<file path="config.mk">
export PLATFORM = sky130hd
export DESIGN_NAME = regfile_read_arbiter
export DESIGN_NICKNAME = d
export VERILOG_FILES = /design/src/rtl/regfile_read_arbiter.sv
export SDC_FILE = /design/constraint.sdc
export NUM_CORES = 1
export LEC_CHECK = 0
export ABC_AREA = 1
export CAP_MARGIN = 25
export CELL_PAD_IN_SITES_DETAIL_PLACEMENT = 2
export CELL_PAD_IN_SITES_GLOBAL_PLACEMENT = 2
export CORE_ASPECT_RATIO = 1.25
export CORE_UTILIZATION = 21
export DETAILED_ROUTE_END_ITERATION = 10
export GPL_ROUTABILITY_DRIVEN = 0
export PLACE_DENSITY_LB_ADDON = 0.1
export SLEW_MARGIN = 30
export SYNTH_ARGS = -nofsm -noshare
export SYNTH_HDL_FRONTEND = slang
export SYNTH_SLANG_ARGS = --single-unit
</file>
<file path="constraint.sdc">
create_clock -name clk -period 3.2 [get_ports clk]
set_input_delay 0.96 -clock clk [delete_from_list [all_inputs] [get_ports clk]]
set_output_delay 0.96 -clock clk [all_outputs]
set_load 0.02 [all_outputs]
</file>
<file path="src/rtl/regfile_read_arbiter.sv">
// regfile_read_arbiter
//   Round-robin sharing of the single register-file read port between N_REQ
//   requesters. Stage 1 registers the grant and the mux select. Stage 2
//   captures the mux output and tags it with the id of the granted requester.
//   Optional feature: define REGFILE_ARB_FORWARD_EN to enable write-through
//   forwarding of a same-cycle register-file write into the captured response.
module regfile_read_arbiter #(
   parameter int unsigned N_REQ  = 4,
   parameter int unsigned ADDR_W = 5,
   parameter int unsigned DATA_W = 32,
   parameter int unsigned ID_W   = 2
) (
   input  logic                    clk,
   input  logic                    reset,
   input  logic [N_REQ-1:0]        req,
   input  logic [N_REQ*ADDR_W-1:0] req_addr,
   output logic [N_REQ-1:0]        gnt,
   output logic [ADDR_W-1:0]       rf_sel,
   input  logic [DATA_W-1:0]       rf_rdata,
   output logic                    rsp_valid,
   output logic [ID_W-1:0]         rsp_id,
   output logic [DATA_W-1:0]       rsp_data,
   input  logic                    wr_en,
   input  logic [ADDR_W-1:0]       wr_addr,
   input  logic [DATA_W-1:0]       wr_data
);

   localparam logic [ID_W:0]   NREQ_C = (ID_W+1)'(N_REQ);
   localparam logic [ID_W-1:0] LAST_C = ID_W'(N_REQ - 1);

   logic [N_REQ-1:0]   elig;
   logic [2*N_REQ-1:0] elig_dbl;
   logic [N_REQ-1:0]   elig_rot;
   logic [N_REQ-1:0]   bit_probe;
   logic               found;
   logic [ID_W:0]      off;
   logic [ID_W:0]      sum;
   logic [ID_W-1:0]    win;
   logic [ID_W-1:0]    rr_ptr;
   logic [ID_W-1:0]    id_q;
   logic               issue_q;

   // Winner selection: rotate the eligible set so rr_ptr sits at bit 0, take
   // the lowest set bit, then rotate the offset back into a requester index.
   always_comb begin
      elig      = req & ~gnt;
      elig_dbl  = {elig, elig};
      elig_rot  = N_REQ'(elig_dbl >> rr_ptr);
      found     = 1'b0;
      off       = '0;
      bit_probe = '0;
      for (int unsigned k = 0; k < N_REQ; k++) begin
         bit_probe = elig_rot >> k;
         if (!found && bit_probe[0]) begin
            found = 1'b1;
            off   = (ID_W+1)'(k);
         end
      end
      sum = {1'b0, rr_ptr} + off;
      if (sum >= NREQ_C) begin
         sum = sum - NREQ_C;
      end
      win = sum[ID_W-1:0];
   end

   // Stage 1: register grant, mux select, owner id and round-robin pointer.
   always_ff @(posedge clk or posedge reset) begin
      if (reset) begin
         gnt     <= '0;
         rf_sel  <= '0;
         id_q    <= '0;
         issue_q <= 1'b0;
         rr_ptr  <= '0;
      end else if (found) begin
         gnt     <= N_REQ'(1) << win;
         rf_sel  <= ADDR_W'(req_addr >> (win * ADDR_W));
         id_q    <= win;
         issue_q <= 1'b1;
         rr_ptr  <= (win == LAST_C) ? '0 : win + ID_W'(1);
      end else begin
         gnt     <= '0;
         issue_q <= 1'b0;
      end
   end

   // Stage 2: capture read data for the read issued on the previous edge.
   always_ff @(posedge clk or posedge reset) begin
      if (reset) begin
         rsp_valid <= 1'b0;
         rsp_id    <= '0;
         rsp_data  <= '0;
      end else if (issue_q) begin
         rsp_valid <= 1'b1;
         rsp_id    <= id_q;
`ifdef REGFILE_ARB_FORWARD_EN
         rsp_data  <= (wr_en && (wr_addr == rf_sel)) ? wr_data : rf_rdata;
`else
         rsp_data  <= rf_rdata;
`endif
      end else begin
         rsp_valid <= 1'b0;
      end
   end

`ifndef REGFILE_ARB_FORWARD_EN
   // Write port is only observed when forwarding is compiled in.
   logic unused_wr;
   assign unused_wr = ^{wr_en, wr_addr, wr_data};
`endif

endmodule

</file>
# ---- Word-level counts from Yosys, hierarchy flattened
# Index checks and enable logic that the tools add are counted.
dict set report totals {
  out_inout_bits 44
  register_bits 49
  wordCells 37
}
dict set report classes {
  bitwise 2
  n_eq_ne 1
  mux 12
  addsub 3
  shifts 3
  n_lt_le_gt_ge 1
  mul 1
  n_reduce_logical 6
}
# cell n
set op_table {}
lappend op_table {{20-bit by 5-bit >> shifter with 5-bit output} 1}
lappend op_table {{2-bit two-way mux} 4}
lappend op_table {{8-bit by 2-bit >> shifter with 4-bit output} 1}
lappend op_table {{1-bit two-way mux} 7}
lappend op_table {{2-bit by 3-bit multiplier with 5-bit output (second input constant)} 1}
lappend op_table {{4-bit AND} 1}
lappend op_table {{4-bit two-way mux} 1}
lappend op_table {{4-bit NOT} 1}
lappend op_table {{1-bit by 2-bit << shifter with 4-bit output (first input constant)} 1}
lappend op_table {{2-bit by 2-bit adder with 3-bit output} 1}
lappend op_table {{3-bit >= comparator (second input constant)} 1}
lappend op_table {{1-bit logical AND} 3}
lappend op_table {{1-bit logical NOT} 3}
lappend op_table {{2-bit by 1-bit adder with 2-bit output (second input constant)} 1}
lappend op_table {{2-bit equality test (second input constant)} 1}
lappend op_table {{2-bit by 1-bit subtractor with 2-bit output (second input constant)} 1}

# ---- Logic depth before layout (Yosys ltp)
# Gate-level depths: netlist of the first run.
dict set report depth {
  depth_word 18
  ltp_mapped 14
  depth_no_buf 14
}

# ---- Least setup slack after synthesis of the first run
# No wires, ideal clock.
dict set report synth_path {
  path_kind {input-to-reg}
  start {in req[1]}
  end {reg rr_ptr[1]}
  path_buffers 0
  arrival_ns 2.585
  path_stages 13
  slack_ns 0.492
  setup_ns 0.123
  required_time_ns 3.077
  cell_sequence {nand3_1 > nand3_1 > nand2_2 > nand3_1 > a21boi_0 > ha_1 > xor2_1 > inv_1 > nand3_4 > nand2_4 > ha_1 > nand2_1 > o21ai_1}
}
dict set report synth_between {
  elab_chain_cells 17
}
# item line
set synth_rtl {}
lappend synth_rtl {{from (decl)} 15} ;# input logic [N_REQ-1:0] req,
lappend synth_rtl {{4-bit AND (*)} 46} ;# elig = req & ~gnt;
lappend synth_rtl {{8-bit by 2-bit >> shifter with 4-bit output (*)} 48} ;# elig_rot = N_REQ'(elig_dbl >> rr_ptr);
lappend synth_rtl {{1-bit two-way mux} 54} ;# if (!found && bit_probe[0]) begin
lappend synth_rtl {{1-bit logical NOT} 54}
lappend synth_rtl {{1-bit logical AND} 54}
lappend synth_rtl {{1-bit two-way mux} 54}
lappend synth_rtl {{1-bit logical NOT} 54}
lappend synth_rtl {{1-bit logical AND} 54}
lappend synth_rtl {{1-bit two-way mux} 54}
lappend synth_rtl {{1-bit logical NOT} 54}
lappend synth_rtl {{1-bit logical AND} 54}
lappend synth_rtl {{2-bit two-way mux} 54}
lappend synth_rtl {{2-bit by 2-bit adder with 3-bit output} 59} ;# sum = {1'b0, rr_ptr} + off;
lappend synth_rtl {{3-bit >= comparator / 2-bit by 1-bit subtractor with 2-bit output (equally long branches)} {60, 61}}
lappend synth_rtl {{2-bit two-way mux} 60} ;# if (sum >= NREQ_C) begin
lappend synth_rtl {{2-bit by 1-bit adder with 2-bit output / 2-bit equality test (equally long branches)} 79} ;# rr_ptr <= (win == LAST_C) ? '0 : win + ID_W'(1);
lappend synth_rtl {{2-bit two-way mux} 79}
lappend synth_rtl {{to (signal assigned)} 79}
lappend synth_rtl {{to (decl)} 39} ;# logic [ID_W-1:0] rr_ptr;
# Mark *: on every way between the ends. The rest lies on a longest branch, timed or not.
# A chain may end at the register's enable or synchronous reset.

# ---- Worst setup path after layout of the first run
dict set report layout_path {
  start {in req[0]}
  end {reg rf_sel[0]}
}
dict set report layout_between {
  elab_chain_cells 17
}
# item line
set layout_rtl {}
lappend layout_rtl {{4-bit AND (*)} 46}
lappend layout_rtl {{8-bit by 2-bit >> shifter with 4-bit output (*)} 48}
lappend layout_rtl {{1-bit two-way mux} 54}
lappend layout_rtl {{1-bit logical NOT} 54}
lappend layout_rtl {{1-bit logical AND} 54}
lappend layout_rtl {{1-bit two-way mux} 54}
lappend layout_rtl {{1-bit logical NOT} 54}
lappend layout_rtl {{1-bit logical AND} 54}
lappend layout_rtl {{[... 2 more ...]} -}
lappend layout_rtl {{1-bit logical AND} 54}
lappend layout_rtl {{2-bit two-way mux (*)} 54}
lappend layout_rtl {{2-bit by 2-bit adder with 3-bit output (*)} 59}
lappend layout_rtl {{3-bit >= comparator / 2-bit by 1-bit subtractor with 2-bit output (equally long branches)} {60, 61}}
lappend layout_rtl {{2-bit two-way mux (*)} 60}
lappend layout_rtl {{net sum[0]} 37} ;# logic [ID_W:0] sum;
lappend layout_rtl {{2-bit by 3-bit multiplier with 5-bit output (*)} 76} ;# rf_sel <= ADDR_W'(req_addr >> (win * ADDR_W));
lappend layout_rtl {{20-bit by 5-bit >> shifter with 5-bit output (*)} 76}
lappend layout_rtl {{to (signal assigned)} 76}
lappend layout_rtl {{to (decl)} 18} ;# output logic [ADDR_W-1:0] rf_sel,
# Mark *: on every way through the listed nets, which the timed path passes. The rest lies on a longest branch.

==> results.py, run 1 <==
metrics = {
    "sta": {
        "clock.fmax_mhz": 342,
        "relSlewSlack_pct": 61.3,
        "drv_slew": 0,
        "post-route-period-util_pct": 91.2,
        "fin_worst_skew_ns": 0.00645,
        "final.setup.tns_ns": 0,
        "setup_violations": 0,
        "rsz0062_at_grt": "false",
        "whs_ns": 0.491,
        "worst_slew_pin_slew_ns": 0.580,
        "period_needed_ns": 2.92,
        "hold_violations": 0,
    },
    "logic_synthesis": {
        "netlist.area_leader.share_pct": 55.7,
        "synth_warnings": 0,
        "postSynthCellCount": 181,
        "synthTopCellsByArea": "dfrtp_1 (56%), mux2_2 (17%), nand3_1 (6.1%), mux2i_1 (4.5%), nand2_1 (3.1%)",
        "syn-cell-area_mm2": 0.00220,
        "syn_nets": 279,
        "syn-mean-instance-area_um2": 12.2,
        "ys_ff_latch": 49,
        "synthDistinctLibCells": 26,
        "ys_seq_area_share_pct": 55.7,
        "synth_area_leader_cell": "dfrtp_1",
    },
    "critical_path": {
        "cp.required_ns": 3.38,
        "worstPathArrival_ns": 3.10,
        "cp-start-kind": "input pin",
        "critical_path_class": "input pin to flop",
        "endpoint_kind": "flop",
        "crit_fanout": 12,
    },
    "pwr": {
        "cellLeakagePower_nw": 1.55,
        "p_total_mw": 4.00,
        "power_density_mw_per_mm2": 1120,
        "vdd_drop_max_mv": 0.319,
    },
    "placed_design": {
        "dp_cells": 416,
        "hpwl_um": 4930,
        "io_buffer_count": 101,
    },
    "clock_network": {
        "cts_resized": 0,
        "htreeDepth": 2,
        "clock-sinks": 49,
        "cts_tree": "yes",
        "cts_hold_buf": 0,
        "clk_path_buf_depth": 2,
        "clk_pin_slew_ns": 0.07,
        "post_cts_buffers": 0,
        "insertion_delay_ns": 0.29,
        "cts_buffers": 5,
        "cts-root-buf": "clkbuf_16",
    },
    "status": {
        "status": "finished, final reports clean",
    },
    "min_path": {
        "hold_path.class": "flop to flop",
    },
    "routing": {
        "drcViolationCount": 0,
        "vias": 1779,
        "viasPerCell": 4.21,
        "drt_first_iter_violations": 17,
        "wl_per_cell_um": 14.5,
        "totalWireLength_um": 6120,
        "final_antenna_net_count": 0,
        "first_pass_iters": 4,
    },
    "floorplan": {
        "pin_count": 140,
        "fp.dieH_um": 116,
        "die_x_um": 93.6,
        "dieArea_mm2": 0.0109,
        "core-area_mm2": 0.0102,
        "std_cell_rows": 41,
        "initial_core_util_pct": 21.7,
    },
    "finish": {
        "fill_cells": 1113,
        "num_antenna_cells": 0,
        "final_cells": 423,
        "area_delta_synth_final_pct": 62.7,
        "drive_gt1_share_pct": 23.1,
        "finalNetCount": 392,
    },
    "run": {
        "maxCapViolCount": 0,
    },
    "global_route": {
        "grt_pass1_vias": 1904,
        "grt_antenna_before_repair": 0,
        "grt_pass1_wl_um": 9730,
        "grt-ovfl-total": 0,
        "grt_max_degree": 24,
        "grt.total_usage_pct": 11.9,
    },
}
==> state kept, by name, indices dropped and copies added (netlist names) <==
signal     count
rf_sel         5
rr_ptr         2
rsp_valid      1
rsp_data      32
gnt            4
id_q           2
rsp_id         2
issue_q        1
==> stage by stage <==
stage	setup slack, ns	instance area, um2	utilization, %
after CTS	0.214	3580	35.3
after detailed placement	-0.0864	3430	33.8
after global placement	-0.103	3430	33.8
after floorplan	0.492	2200	-
after global routing	0.0404	3580	35.3
final	0.280	3580	35.3
==> critical path, stage by stage <==
cell and delay (ns):
clkdlybuf4s50_1 0.50, nand3_1 0.12, nand3_1 0.10, nand2_2 0.07, nand3_1 0.06, a21boi_0 0.09
ha_1 0.67, mux2i_1 0.25, nand3_1 0.11, nand3_1 0.10, nand2_1 0.06
==> synthesized netlist by cell type (all sizes together) <==
master and number:
a21boi 1, a21oi 2, buf 5, clkbuf 1, dfrtp 49, ha 2, inv 13, mux2 33
mux2i 10, nand2 27, nand3 28, nor2 4, nor3 1, o21a 1, o21ai 2, o22ai 1
xor2 1
==> path summary, 6_finish.rpt <==
| path | from | slack, ns | cells past startpoint | to |
|---|---|---|---|---|
| setup / recovery | req[0] | 0.28 | 11 | rf_sel[0]$_DFFE_PP0P_ |
| hold / removal | rf_sel[4]$_DFFE_PP0P_ | 0.49 | 2 | rf_sel[4]$_DFFE_PP0P_ |
| setup reg to reg | rr_ptr[0]$_DFFE_PP0P_ | 0.88 | 11 | rf_sel[0]$_DFFE_PP0P_ |
| hold reg to reg | rf_sel[4]$_DFFE_PP0P_ | 0.49 | 2 | rf_sel[4]$_DFFE_PP0P_ |
| max in group asynchronous | reset | 1.62 | 3 | rsp_data[0]$_DFFE_PP0P_ |
| min in group asynchronous | reset | 0.99 | 2 | rf_sel[1]$_DFFE_PP0P_ |
==> layout by cell type, fill, tap and decap left out <==
cell type          n
clkdlybuf4s50_1  101
dfrtp_1           49
mux2_2            33
nand3_1           27
nand2_1           18
mux2i_1           10
buf_4             10
inv_1              9
nand2_2            5
clkbuf_16          5
nand2_4            4
inv_2              3
nor2_1             3
a21oi_1            2
ha_1               2
nor2_8             1
o21a_1             1
o22ai_2            1
inv_4              1
xor2_1             1
nand3_4            1
nor3_1             1
a21boi_0           1
o21ai_2            1
o21ai_1            1
clkinvlp_4         1
clkbuf_8           1
buf_12             1
==> layout make-up <==
type / count / area [um2] / share of cell area [%]
tap: 129 / 161 / 4.51
timing repair buffer: 112 / 1110 / 30.9
clock inverter: 1 / 7.51 / 0.210
sequential: 49 / 1230 / 34.2
clock buffer: 6 / 139 / 3.88
inverter: 13 / 51.3 / 1.43
multi-input combinational: 113 / 890 / 24.8
==> routing by layer <==
layer / vias up / routed length, um / global-route usage, %
li1: 838 / - / -
met1: 865 / 2500 / 13.9
met2: 68 / 3160 / 21.5
met3: 8 / 367 / 2.60
met4: 0 / 88 / 4.31
met5: - / 0 / 0
==> power by group <==
group | internal, mW | switching, mW
sequential | 0.878 | 0.162
combinational | 1.19 | 1.24
clock | 0.307 | 0.222
==> cells by family (layout without fill, tap and decap cells) <==
group,after synthesis,after routing,synth area share [%]
adder cells (fa/ha/maj),2,2,1.14
flip-flops,49,49,55.7
AO/OA/AOI/OAI,7,7,2.33
XOR/XNOR,1,1,0.398
buffers and inverters,19,132,3.87
AND/OR/NAND/NOR,60,60,15.1
multiplexers,43,43,21.4
(Power assumes the default switching activity.)
==> run 2, diff against run 1 <==
--- a/config.mk
+++ b/config.mk
@@ -6,11 +6,12 @@
 export NUM_CORES = 1
 export LEC_CHECK = 0
 export ABC_AREA = 1
+export ABC_CLOCK_PERIOD_IN_PS = 2400
 export CAP_MARGIN = 25
 export CELL_PAD_IN_SITES_DETAIL_PLACEMENT = 2
 export CELL_PAD_IN_SITES_GLOBAL_PLACEMENT = 2
 export CORE_ASPECT_RATIO = 1.25
-export CORE_UTILIZATION = 21
+export CORE_UTILIZATION = 19
 export DETAILED_ROUTE_END_ITERATION = 10
 export GPL_ROUTABILITY_DRIVEN = 0
 export PLACE_DENSITY_LB_ADDON = 0.1
==> constraint.sdc (replaced) <==
create_clock -name clk -period 2.4 [get_ports clk]
set_input_delay 0.72 -clock clk [delete_from_list [all_inputs] [get_ports clk]]
set_output_delay 0.72 -clock clk [all_outputs]
set_load 0.02 [all_outputs]
==> run 2 against run 1 <==
Effect of this change: non-clock buffer count rose by 9; critical endpoint is now rr_ptr[1]$_DFFE_PP0P_; the flow now finishes with violations (design-rule violations); worst hold slack improved by 0.0047 ns; clock power rose by 40%; global-route usage fell by 0.86 points; first-iteration DRC count rose by 53%; die area rose by 10%; worst setup slack got worse by 0.11 ns; final cell count rose by 3.8%; critical path type unchanged.
==> results.py, run 2 (synthesis results as in run 1) <==
metrics = {
    "finish": {
        "regMostFlops": "rsp_data",
        "num_antenna_cells": 0,
        "fill_cells": 1220,
        "fin_util_pct": 33.7,
        "area_delta_synth_final_pct": 71.3,
        "largest_register_ffs": 32,
        "final_common_cell": "clkdlybuf4s50_1",
        "finalNetCount": 401,
        "mostFrequentLayoutCells": "clkdlybuf4s50_1 (97), dfrtp_1 (48), mux2_2 (33)",
        "final_cells": 439,
        "drive_gt1_share_pct": 30.9,
        "multiInputGateArea_um2": 960,
        "seq_area_mm2": 0.00123,
        "top_regs": "rsp_data (32), rf_sel (5), gnt (4)",
    },
    "routing": {
        "vias": 1811,
        "viasPerCell": 4.13,
        "drt_first_iter_violations": 26,
        "first_pass_iters": 9,
        "drcViolationCount": 8,
        "totalWireLength_um": 6300,
        "final_antenna_net_count": 0,
        "wl_per_cell_um": 14.4,
    },
    "critical_path": {
        "crit_fanout": 3,
        "path_cells": "dlygate4sd2_1, nand3_2, nand3_2, nand2_2, nand3_1, a21boi_1, ha_2, xor2_2, buf_4, nand2_4, nand2_4, ha_1, nand2_1, o21ai_1",
        "cp.required_ns": 2.57,
        "reg2reg_slack_ns": 0.22,
        "r2r-end": "rr_ptr[1]$_DFFE_PP0P_",
        "r2r-start": "rr_ptr[1]$_DFFE_PP0P_",
        "cp-start-kind": "input pin",
        "endpoint": "rr_ptr[1]$_DFFE_PP0P_",
        "worstPathArrival_ns": 2.40,
        "slowest_delay_ns": 0.26,
        "rr_worst_depth": 13,
        "endpoint_kind": "flop",
        "critical_path_class": "input pin to flop",
        "critPathLaunch": "req[2]",
        "crit_slowest_cell": "dlygate4sd2_1",
    },
    "sta": {
        "fin_worst_skew_ns": 0.00678,
        "hold_violations": 0,
        "worst_slew_pin_slew_ns": 0.440,
        "drv_slew": 0,
        "period_needed_ns": 2.23,
        "post-route-period-util_pct": 92.9,
        "clock.fmax_mhz": 449,
        "setup_violations": 0,
        "final.setup.tns_ns": 0,
        "worst_slack_ns": 0.171,
        "relSlewSlack_pct": 70.7,
        "rsz0062_at_grt": "false",
    },
    "pwr": {
        "cellLeakagePower_nw": 1.64,
        "vdd_drop_max_mv": 0.422,
        "power_density_mw_per_mm2": 1520,
        "p_total_mw": 5.73,
    },
    "clock_network": {
        "clk_pin_slew_ns": 0.07,
        "cts-root-buf": "clkbuf_16",
        "clk_path_buf_depth": 2,
        "insertion_delay_ns": 0.29,
        "clock-sinks": 49,
        "cts_hold_buf": 0,
        "cts_buffers": 5,
        "htreeDepth": 2,
        "cts_tree": "yes",
    },
    "global_route": {
        "grt_pass1_vias": 1977,
        "grt_antenna_before_repair": 0,
        "grt.total_usage_pct": 11.1,
        "grt-ovfl-total": 0,
        "grt_pass1_wl_um": 10200,
        "grt_max_degree": 28,
    },
    "floorplan": {
        "die_x_um": 98.3,
        "dieArea_mm2": 0.0120,
        "pin_count": 140,
        "fp.dieH_um": 122,
        "core-area_mm2": 0.0112,
        "std_cell_rows": 43,
        "initial_core_util_pct": 19.7,
    },
    "status": {
        "violations": "design-rule violations",
        "status": "finished with violations",
    },
    "placed_design": {
        "hpwl_um": 4970,
        "dp_cells": 431,
        "dpl_worst_slack_ns": -0.495,
        "io_buffer_count": 101,
    },
    "run": {
        "maxCapViolCount": 0,
    },
    "min_path": {
        "hold_path.class": "flop to flop",
    },
}
-- run 2: changes by cell type in the layout (fill, tap and decap cells not counted), moves of 3 or more --
cell and change:
buf_12 +3, buf_4 +6, clkdlybuf4s15_1 +3, clkdlybuf4s50_1 -4, nand3_1 -12, nand3_2 +12
-- run 2: worst min path at each step --
stage	from	to	cells after the start
6_report	rf_sel[4]$_DFFE_PP0P_	rf_sel[4]$_DFFE_PP0P_	2
5_1_grt	id_q[0]$_DFFE_PP0P_	id_q[0]$_DFFE_PP0P_	1
4_1_cts	rf_sel[3]$_DFFE_PP0P_	rf_sel[3]$_DFFE_PP0P_	2
3_5_place_dp	rf_sel[3]$_DFFE_PP0P_	rf_sel[3]$_DFFE_PP0P_	2
3_3_place_gp	rf_sel[1]$_DFFE_PP0P_	rf_sel[1]$_DFFE_PP0P_	2
2_1_floorplan	issue_q$_DFF_PP0_	rsp_valid$_DFF_PP0_	0
-- run 2: metrics by stage --
stage	hold WS [ns]	instance area [um2]
floorplan	0.352	2210
global placement	0.482	3550
detailed placement	0.479	3550
CTS	0.506	3750
global route	0.519	3770
finish	0.496	3770
-- run 2: final cells by class --
type	instances	share of cell area [%]
Inverter	13	1.36
Timing Repair Buffer	121	32.1
Clock inverter	2	0.365
Multi-Input combinational cell	113	25.5
Clock buffer	6	3.68
Tap cell	135	4.48
Sequential cell	49	32.6
-- run 2: where the power goes --
group / total (mW) / switching (mW) / internal, mW / leakage (nW)
Combinational: 3.61 / 1.78 / 1.83 / 0.988
Sequential: 1.38 / 0.210 / 1.17 / 0.571
Clock: 0.739 / 0.323 / 0.416 / 0.0768
Total: 5.73 / 2.31 / 3.41 / 1.64
-- run 2: metal layers --
layer	share of wire, %	GRT usage [%]	vias to the layer above
met5	0	0	-
met3	7.1	3.02	6
li1	-	-	856
met2	51	20.1	70
met4	1.6	4.20	0
met1	41	12.3	879
-- run 2: worst max-delay path, delay by kind of cell --
kind,cells,cell delay [ns]
and+or+nand+nor,7,0.47
adders and majority gates,2,0.44
buffers and inverters,2,0.41
AOI/OAI and AO/OA,2,0.19
xor gates and xnor gates,1,0.17
-- run 2: what timing repair did --
action	CTS	global route
endpoints found under the setup margin	10	8
pin swaps	4	5
gates resized for setup	17	6
setup buffers	0	0
==> run 3, diff against run 2 <==
==> constraint.sdc (replaced) <==
create_clock -name clk -period 2.4 [get_ports clk]
set_input_delay 0.36 -clock clk [delete_from_list [all_inputs] [get_ports clk]]
set_output_delay 0.36 -clock clk [all_outputs]
set_load 0.02 [all_outputs]
==> run 3 against run 2 <==
Effect of this change: the run still ends with design-rule violations left; wire length rose by 0.29%; fmax increased by 1.1%; critical path depth is 1 lower; global-route usage about the same; sequential cell count stayed put; clock power shrank 3.8%; worst setup slack better by 0.025 ns; register-to-register slack barely moved; final cell count decreased by 0.91%; critical path type unchanged; critical endpoint unchanged; largest cell class unchanged; largest power group unchanged.
==> results.py, run 3 (synthesis results as in run 1) <==
metrics = {
    "status": {
        "status": "finished with violations",
        "violations": "design-rule violations",
    },
    "finish": {
        "fill_cells": 1239,
        "multiInputGateArea_um2": 897,
        "regMostFlops": "rsp_data",
        "final_area_mm2": 0.00363,
        "drive_gt1_share_pct": 25.7,
        "area_delta_synth_final_pct": 65.2,
        "mostFrequentLayoutCells": "clkdlybuf4s50_1 (101), dfrtp_1 (48), mux2_2 (33)",
        "final_common_cell": "clkdlybuf4s50_1",
        "top_regs": "rsp_data (32), rf_sel (5), gnt (4)",
        "num_antenna_cells": 0,
        "largest_register_ffs": 32,
        "seq_area_mm2": 0.00123,
        "finalNetCount": 397,
        "fin_util_pct": 32.5,
    },
    "routing": {
        "totalWireLength_um": 6320,
        "wl_per_cell_um": 14.5,
        "drt_first_iter_violations": 31,
        "first_pass_iters": 7,
        "final_antenna_net_count": 0,
        "viasPerCell": 4.15,
        "vias": 1805,
        "drcViolationCount": 10,
    },
    "pwr": {
        "power_density_mw_per_mm2": 1510,
        "power.switching_mw": 2.26,
        "seq_power_share_pct": 25.3,
        "vdd_drop_max_mv": 0.499,
        "clockPowerShare_pct": 13.0,
        "p_total_mw": 5.48,
        "switching_share_pct": 41.2,
        "internal-power_mw": 3.23,
        "combPwrFrac_pct": 61.7,
        "cellLeakagePower_nw": 1.57,
    },
    "critical_path": {
        "worstPathArrival_ns": 2.38,
        "critPathLaunch": "req[0]",
        "critical_path_class": "input pin to flop",
        "r2r-start": "rr_ptr[0]$_DFFE_PP0P_",
        "crit_path_frequent_cell": "nand3_1",
        "cp-start-kind": "input pin",
        "slowest_delay_ns": 0.48,
        "crit_slowest_cell": "clkdlybuf4s50_1",
        "path_cells": "clkdlybuf4s50_1, nand3_1, nand3_1, nand3_1, a21boi_1, ha_1, xor2_2, inv_1, nand3_4, nand2_4, ha_1, nand2_1, o21ai_1",
        "endpoint_kind": "flop",
        "rr_worst_depth": 13,
        "crit_fanout": 3,
        "cp.required_ns": 2.57,
    },
    "clock_network": {
        "cts_tree": "yes",
        "post_cts_buffers": 0,
        "clock-sinks": 49,
        "clk_pin_slew_ns": 0.07,
        "htreeDepth": 2,
        "cts-root-buf": "clkbuf_16",
        "clk_path_buf_depth": 2,
        "cts_hold_buf": 0,
        "cts_buffers": 5,
        "insertion_delay_ns": 0.29,
    },
    "global_route": {
        "grt_max_degree": 24,
        "grt_pass1_vias": 2061,
        "grt_pass1_wl_um": 10200,
        "grt-ovfl-total": 0,
        "grt.total_usage_pct": 11.1,
        "grt_antenna_before_repair": 0,
    },
    "sta": {
        "relSlewSlack_pct": 65.8,
        "hold_violations": 0,
        "drv_slew": 0,
        "clock.fmax_mhz": 454,
        "setup_violations": 0,
        "period_needed_ns": 2.20,
        "rsz0062_at_grt": "false",
        "worst_slack_ns": 0.196,
        "worst_slew_pin_slew_ns": 0.513,
        "fin_worst_skew_ns": 0.00768,
        "post-route-period-util_pct": 91.8,
    },
    "floorplan": {
        "pin_count": 140,
        "fp.dieH_um": 122,
        "dieArea_mm2": 0.0120,
        "initial_core_util_pct": 19.7,
        "die_x_um": 98.3,
        "std_cell_rows": 43,
        "core-area_mm2": 0.0112,
    },
    "placed_design": {
        "dpl-instance-area_mm2": 0.00348,
        "io_buffer_count": 101,
        "dpl_worst_slack_ns": -0.230,
        "hpwl_um": 5040,
    },
    "run": {
        "maxCapViolCount": 0,
    },
    "min_path": {
        "hold_path.class": "input pin to async pin",
    },
}
[run 3: changes by cell type in the layout (fill, tap and decap cells not counted), sizes merged]
cell,delta
clkbuf,-1
clkdlybuf4s15,-3
inv,+1
buf,-4
clkinvlp,+1
clkdlybuf4s50,+4
clkinv,-1
dlygate4sd2,-1
[run 3: through the flow]
step,TNS (ns),hold slack [ns],instances
after detailed placement,-1.30,0.490,427
after floorplan,0,0.352,181
after global placement,-0.940,0.483,427
after CTS,0,0.439,435
after global routing,0,0.481,435
final,0,0.419,435
[run 3: per-layer routing]
metal,GRT usage (%),part of all wire (%),vias up
li1,-,-,848
met3,2.96,7.3,5
met1,12.0,38,885
met5,0,0,-
met2,21.1,54,67
met4,3.36,1.2,0
[run 3: worst max-delay path, delay by kind of cell]
kind / cells / cell delay, ns
AO/OA/AOI/OAI: 2 / 0.20
adder cells (fa/ha/maj): 2 / 0.50
AND/OR/NAND/NOR: 6 / 0.56
buffers and inverters: 2 / 0.57
XOR/XNOR: 1 / 0.18
[run 3: final timing paths]
path / endpoint / slack, ns
min reg2reg: id_q[0]$_DFFE_PP0P_ / 0.50
max in group asynchronous: rsp_data[18]$_DFFE_PP0P_ / 1.42
max: rr_ptr[1]$_DFFE_PP0P_ / 0.20
min: rsp_data[21]$_DFFE_PP0P_ / 0.42
max reg2reg: rr_ptr[1]$_DFFE_PP0P_ / 0.22
min in group clk: id_q[0]$_DFFE_PP0P_ / 0.50
[run 3: power by group through the flow]
stage / Clock (mW) / Sequential (mW) / Combinational, mW
floorplan: 0 / 1.67 / 1.73
global placement: 0 / 1.39 / 3.40
detailed placement: 0 / 1.40 / 3.47
CTS: 0.752 / 1.39 / 3.47
global route: 0.775 / 1.44 / 3.72
finish: 0.711 / 1.39 / 3.39
[run 3: area by class of cell]
class	instances	share of cell area (%)
Sequential cell	49	33.8
Inverter	13	1.41
Tap cell	135	4.65
Timing Repair Buffer	117	31.5
Clock buffer	5	3.44
Clock inverter	3	0.585
Multi-Input combinational cell	113	24.7
[run 3: repair_timing]
action | CTS | global route
endpoints found under the setup margin | 0 | 10
hold endpoints to repair | 0 | 0
gates resized for setup | 0 | 4
==> edit 1, RTL diff (settings of run 3) <==
Change the parameter `DATA_W` from 32 to 64.
--- a/src/rtl/regfile_read_arbiter.sv
+++ b/src/rtl/regfile_read_arbiter.sv
@@ -8,5 +8,5 @@
    parameter int unsigned N_REQ  = 4,
    parameter int unsigned ADDR_W = 5,
-   parameter int unsigned DATA_W = 32,
+   parameter int unsigned DATA_W = 64,
    parameter int unsigned ID_W   = 2
 ) (
Interface: changed (resized rf_rdata, rsp_data and wr_data); port bits go from 140 to 236. No check against the original RTL was run, so the function may have changed too.
==> edit 1 against run 3 <==
- setup slack got worse by 0.023 ns
- area after synthesis grew 53%
- total power increased by 47%
- clock skew barely moved
- die area increased by 52%
- sequential cell count rose by 32
- first-iteration DRC count increased by 55%
- cell area rose by 58%
- routed wire length up 65%
- hold slack better by 0.069 ns
- utilization rose by 0.41 points
- synthesized cell count up 45%
==> edit 1: results (changes against run 3) <==
Run status
Outcome: completed (was finished, violations left).

Timing
The worst hold slack came to 0.487 ns (was 0.419 ns). The relative max-transition margin came to 69.4% (was 65.8%). The post-route clock skew is 0.00733 ns (was 0.00768 ns).

Finish
The number of sequential cells was 81 (was 49). The multi-input gate share of the layout cell area is 21.8% (was 24.7%). The sequential share of cell area came to 35.4% (was 33.8%).

The number of nets in the finished design came to 604 (was 397). The layout clock buffer count is 10 (was 5). The fraction of cell area in non-clock buffers is 31.3% (was 31.5%). The share of final-layout standard cells stronger than drive strength 1 is 26.0% (was 25.7%). The number of non-filler instances in the completed layout is 671 (was 435). The fraction of area in clock buffers and inverters came to 5.72% (was 4.03%). Largest registers ranked by flip-flop count: rsp_data: 64 flops, rf_sel: 5 flops, gnt: 4 flops (was rsp_data: 32 flops, rf_sel: 5 flops, gnt: 4 flops). The multi-input combinational cell count is 159 (was 113). The buffer count excluding the clock tree in the final layout is 179 (was 117).

The fill cell instance count of the final layout was 1905 (was 1239). The non-clock inverter count in the final layout is 12 (was 13).

Logic synthesis
The proportion of synthesized flip-flops having asynchronous set or reset is 100% (unchanged). The synthesized net count is 424 (was 279). The sequential area share after synthesis is 60.1% (was 55.7%). The number of library cell types mapped by synthesis is 23 (was 26). Most frequent cells after synthesis: dfrtp_1, mux2_2, nand2_1 (was dfrtp_1, mux2_2, nand3_1). Largest cells by area after synthesis: dfrtp_1, mux2_2, nand2_1 (was dfrtp_1, mux2_2, nand3_1). The number of warnings printed during yosys synthesis is 0 (unchanged). The number of cells produced by synthesis is 262 (was 181).

Placed design
The post-placement cell count is 655 (was 427). The HPWL after detailed placement was 7.65 mm (was 5.04 mm). The number of port buffers is 165 (was 101).

Global route
The overall track demand over capacity in global routing was 11.6% (was 11.1%). The global-route wire length before repair was 15.8 mm (was 10.2 mm). The maximum number of pins on one net before global-route repair was 82 (was 24). The via count of the first global-routing pass is 2889 (was 2061).

Power
The power attributed to the clock group is 1.52 mW (was 711 µW). The proportion of total power due to net switching came to 38.4% (was 41.2%). The combinational-cell power consumption was 4.41 mW (was 3.39 mW). The leakage component of the power is 2.42 nW (was 1.57 nW). The worst voltage drop across the vdd grid is 0.000453 V (was 0.000499 V).

Route
The total iterations of the first detailed-routing run is 4 (was 7). The first-iteration detailed-routing DRC count is 48 (was 31). The final wirelength is 10.4 mm (was 6.32 mm). The total vias in the final route is 2714 (was 1805).

Clocking
The level count of the clock H-tree is 3 (was 2). The number of clock buffers inserted by TritonCTS came to 9 (was 5). The clock network latency to the later pin of the worst-skew pair is 0.34 ns (was 0.29 ns).

Worst hold path
The class of the tightest hold or removal check was in2async (unchanged).

Setup path
The arrival time reported for the critical path endpoint is 2.45 ns (was 2.38 ns). The peak fanout along the critical path is 2 (was 3). The category of cells accounting for the largest share of critical-path delay is simple AND/OR/NAND/NOR gates (was buffers and inverters).
## edit 1: changes by cell type after synthesis, moves of 2 or more
cell,change
clkbuf_1,+4
dfrtp_1,+32
inv_1,-2
mux2_2,+33
mux2i_1,-10
nand2_1,+23
nand2_4,-3
nand3_1,-4
nand3_2,+6
nand4_1,+5
## edit 1: through the flow
step | cell area (µm²) | total power [mW] | setup WS [ns]
5_1_grt | 5730 | 8.73 | 0.0213
3_5_place_dp | 5400 | 6.71 | -0.249
6_report | 5730 | 8.08 | 0.173
3_3_place_gp | 5400 | 6.60 | -0.183
2_1_floorplan | 3380 | 4.65 | 0.224
4_1_cts | 5730 | 8.29 | 0.0523
## edit 1: cell families (layout without fill, tap and decap cells)
logic type,count (synthesis),after routing,share of synthesized area [%]
simple gates,84,84,12.7
flops,81,81,60.1
mux,66,66,22.0
buf+inv,22,207,2.89
compound gates,6,6,1.33
fa+ha+maj,2,2,0.741
xor+xnor,1,1,0.260
## edit 1: routing by layer
metal	track usage (%)	share of wire [%]
met5	0	0
met4	4.44	1.5
met3	3.88	7.9
met2	20.1	51
met1	13.0	39
## edit 1: path summary, 6_finish.rpt
path / from / to / depth (start not counted)
max: req[1] / rr_ptr[1]$_DFFE_PP0P_ / 14
min: reset / rsp_data[8]$_DFFE_PP0P_ / 3
max reg2reg: rr_ptr[0]$_DFFE_PP0P_ / rr_ptr[1]$_DFFE_PP0P_ / 13
min reg2reg: id_q[0]$_DFFE_PP0P_ / id_q[0]$_DFFE_PP0P_ / 1
max in group asynchronous: reset / rsp_valid$_DFF_PP0_ / 3
min in group clk: id_q[0]$_DFFE_PP0P_ / id_q[0]$_DFFE_PP0P_ / 1
## edit 1: repair_timing
action,4_1_cts,5_1_grt
gates resized for setup,0,2
endpoints found under the setup margin,0,1
buffers inserted,0,0
==> edit 2, RTL diff (settings of run 3) <==
Made on the original files. Make the reset (`reset`) synchronous in 2 clocked blocks.
--- a/src/rtl/regfile_read_arbiter.sv
+++ b/src/rtl/regfile_read_arbiter.sv
@@ -65,5 +65,5 @@
 
    // Stage 1: register grant, mux select, owner id and round-robin pointer.
-   always_ff @(posedge clk or posedge reset) begin
+   always_ff @(posedge clk) begin
       if (reset) begin
          gnt     <= '0;
@@ -85,5 +85,5 @@
 
    // Stage 2: capture read data for the read issued on the previous edge.
-   always_ff @(posedge clk or posedge reset) begin
+   always_ff @(posedge clk) begin
       if (reset) begin
          rsp_valid <= 1'b0;
Check against the original RTL: differs if reset is asserted again (counterexample within 4 cycles, from zero or initial values and one cycle with reset high); with reset held inactive, the same outputs for 10 cycles.
==> edit 2 against run 3 <==
- routed wire length is 13% higher
- area after synthesis is 2.2% lower
- total power is 23% lower
- setup slack better by 0.060 ns
- cell area is 2.8% lower
- final cell count is 17% higher
- sequential cell count stayed put
- utilization is 0.60 points lower
- highest routed layer unchanged
==> edit 2: results (changes against run 3) <==
Clocking
The number of clock buffers inserted by TritonCTS is 5 (unchanged). The clock network latency to the later pin of the worst-skew pair came to 0.29 ns (about the same). The number of gates resized after cts is 0 (unchanged).

Route
The total vias in the final route is 2159 (was 1805). The detailed-route DRC error count came to 0 (was 10). The total iterations of the first detailed-routing run is 4 (was 7). The remaining number of nets flagged by the antenna check after routing came to 0 (unchanged). The average vias per placed instance is 4.25 (was 4.15). The first-iteration detailed-routing DRC count was 37 (was 31).

The final wirelength is 7.16 mm (was 6.32 mm).

Placed design
The HPWL after detailed placement is 5.42 mm (was 5.04 mm). The post-placement cell count is 500 (was 427).

Logic synthesis
The proportion of synthesized flip-flops having asynchronous set or reset came to 0% (was 100%). Most frequent cells after synthesis: nor2_1, dfxtp_1, o21ai_0 (was dfrtp_1, mux2_2, nand3_1). The synthesized area divided by synthesized cell count was 8.18 µm² (was 12.2 µm²). The number of library cell types mapped by synthesis is 26 (unchanged).

Largest cells by area after synthesis: dfxtp_1, nor2_1, o21ai_0 (was dfrtp_1, mux2_2, nand3_1). The sequential area share after synthesis was 45.6% (was 55.7%). The synthesized net count is 360 (was 279).

Setup path
The arrival time reported for the critical path endpoint came to 2.33 ns (was 2.38 ns). The peak fanout along the critical path is 10 (was 3).

Power
The leakage component of the power is 1.46 nW (was 1.57 nW). The worst voltage drop across the vdd grid is 0.000391 V (was 0.000499 V).

Worst hold path
The class of the tightest hold or removal check is reg2reg (was in2async).

Timing
The post-route clock skew is 0.00560 ns (was 0.00768 ns). The relative max-transition margin is 77.1% (was 65.8%).

Run status
Outcome: completed (was finished, violations left).

Global route
The overall track demand over capacity in global routing is 13.1% (was 11.1%). The maximum number of pins on one net before global-route repair was 36 (was 24). The via count of the first global-routing pass came to 2419 (was 2061). The global-route wire length before repair came to 12.1 mm (was 10.2 mm).

Finish
The share of final-layout standard cells stronger than drive strength 1 is 15.0% (was 25.7%). The number of nets in the finished design is 469 (was 397). Largest registers ranked by flip-flop count: rsp_data: 32 flops, rf_sel: 5 flops, gnt: 4 flops (unchanged).
## edit 2: cell count changes in the layout (fill, tap and decap cells not counted), sizes merged, moves of 3 or more
cell and change:
dfxtp +49, nand2 +7, dfrtp -49, mux2 -33
o21ai +33, nor2 +69, buf -3
## edit 2: stage by stage
stage               total power, mW  setup slack, ns  cell area [µm²]  utilization [%]  TNS (ns)
detailed placement             3.63           -0.118             3390             30.6    -0.760
finish                         4.24            0.256             3530             31.9         0
floorplan                      2.64            0.364             2150                -         0
global route                   4.59          0.00559             3530             31.9         0
CTS                            4.36            0.173             3530             31.8         0
global placement               3.58           -0.109             3390             30.6    -0.761
## edit 2: final cells by class
cell class              instances  area, µm²
clock buffers                   7        133
clock inverters                 1       7.51
fillers                      1289       7550
inverters                      15       62.6
multi-input cells             187       1060
flip-flops and latches         49        982
well taps                     135        169
repair buffers                114       1120
## edit 2: kinds of logic after synthesis
| logic type | after synthesis | share of synthesized area [%] |
|---|---|---|
| buffers and inverters | 27 | 5.35 |
| and+or+nand+nor | 138 | 33.8 |
| adders and majority gates | 1 | 0.581 |
| AOI/OAI and AO/OA | 37 | 8.78 |
| DFF | 49 | 45.6 |
| xor gates and xnor gates | 1 | 1.28 |
| muxes | 10 | 4.65 |
## edit 2: metal layers
metal	global-route usage, %	vias up	part of all wire, %
met5	0	-	0
met4	4.20	0	1.2
met3	4.44	8	6.4
met2	23.9	51	54
met1	14.0	1038	38
li1	-	1062	-
## edit 2: report_power, final
part | internal [mW] | switching, mW
registers | 1.02 | 0.111
clock network | 0.388 | 0.302
logic | 1.09 | 1.34
## edit 2: final timing paths
check	start	to	slack, ns	depth (start not counted)
hold / removal	rf_sel[3]$_SDFFE_PP0P_	rf_sel[3]$_SDFFE_PP0P_	0.45	2
setup reg to reg	rr_ptr[0]$_SDFFE_PP0P_	rf_sel[3]$_SDFFE_PP0P_	0.36	14
setup / recovery	req[0]	rf_sel[3]$_SDFFE_PP0P_	0.26	13
hold reg to reg	rf_sel[3]$_SDFFE_PP0P_	rf_sel[3]$_SDFFE_PP0P_	0.45	2
## edit 2: critical path: stages
cell	delay, ns
clkdlybuf4s50_1	0.51
nand3_1	0.12
nand3_1	0.12
nand3_1	0.08
a21boi_0	0.20
ha_2	0.26
xor2_4	0.15
buf_4	0.15
nand2_8	0.07
nand2_8	0.11
nand2_2	0.06
nand3_1	0.08
nand2_1	0.05
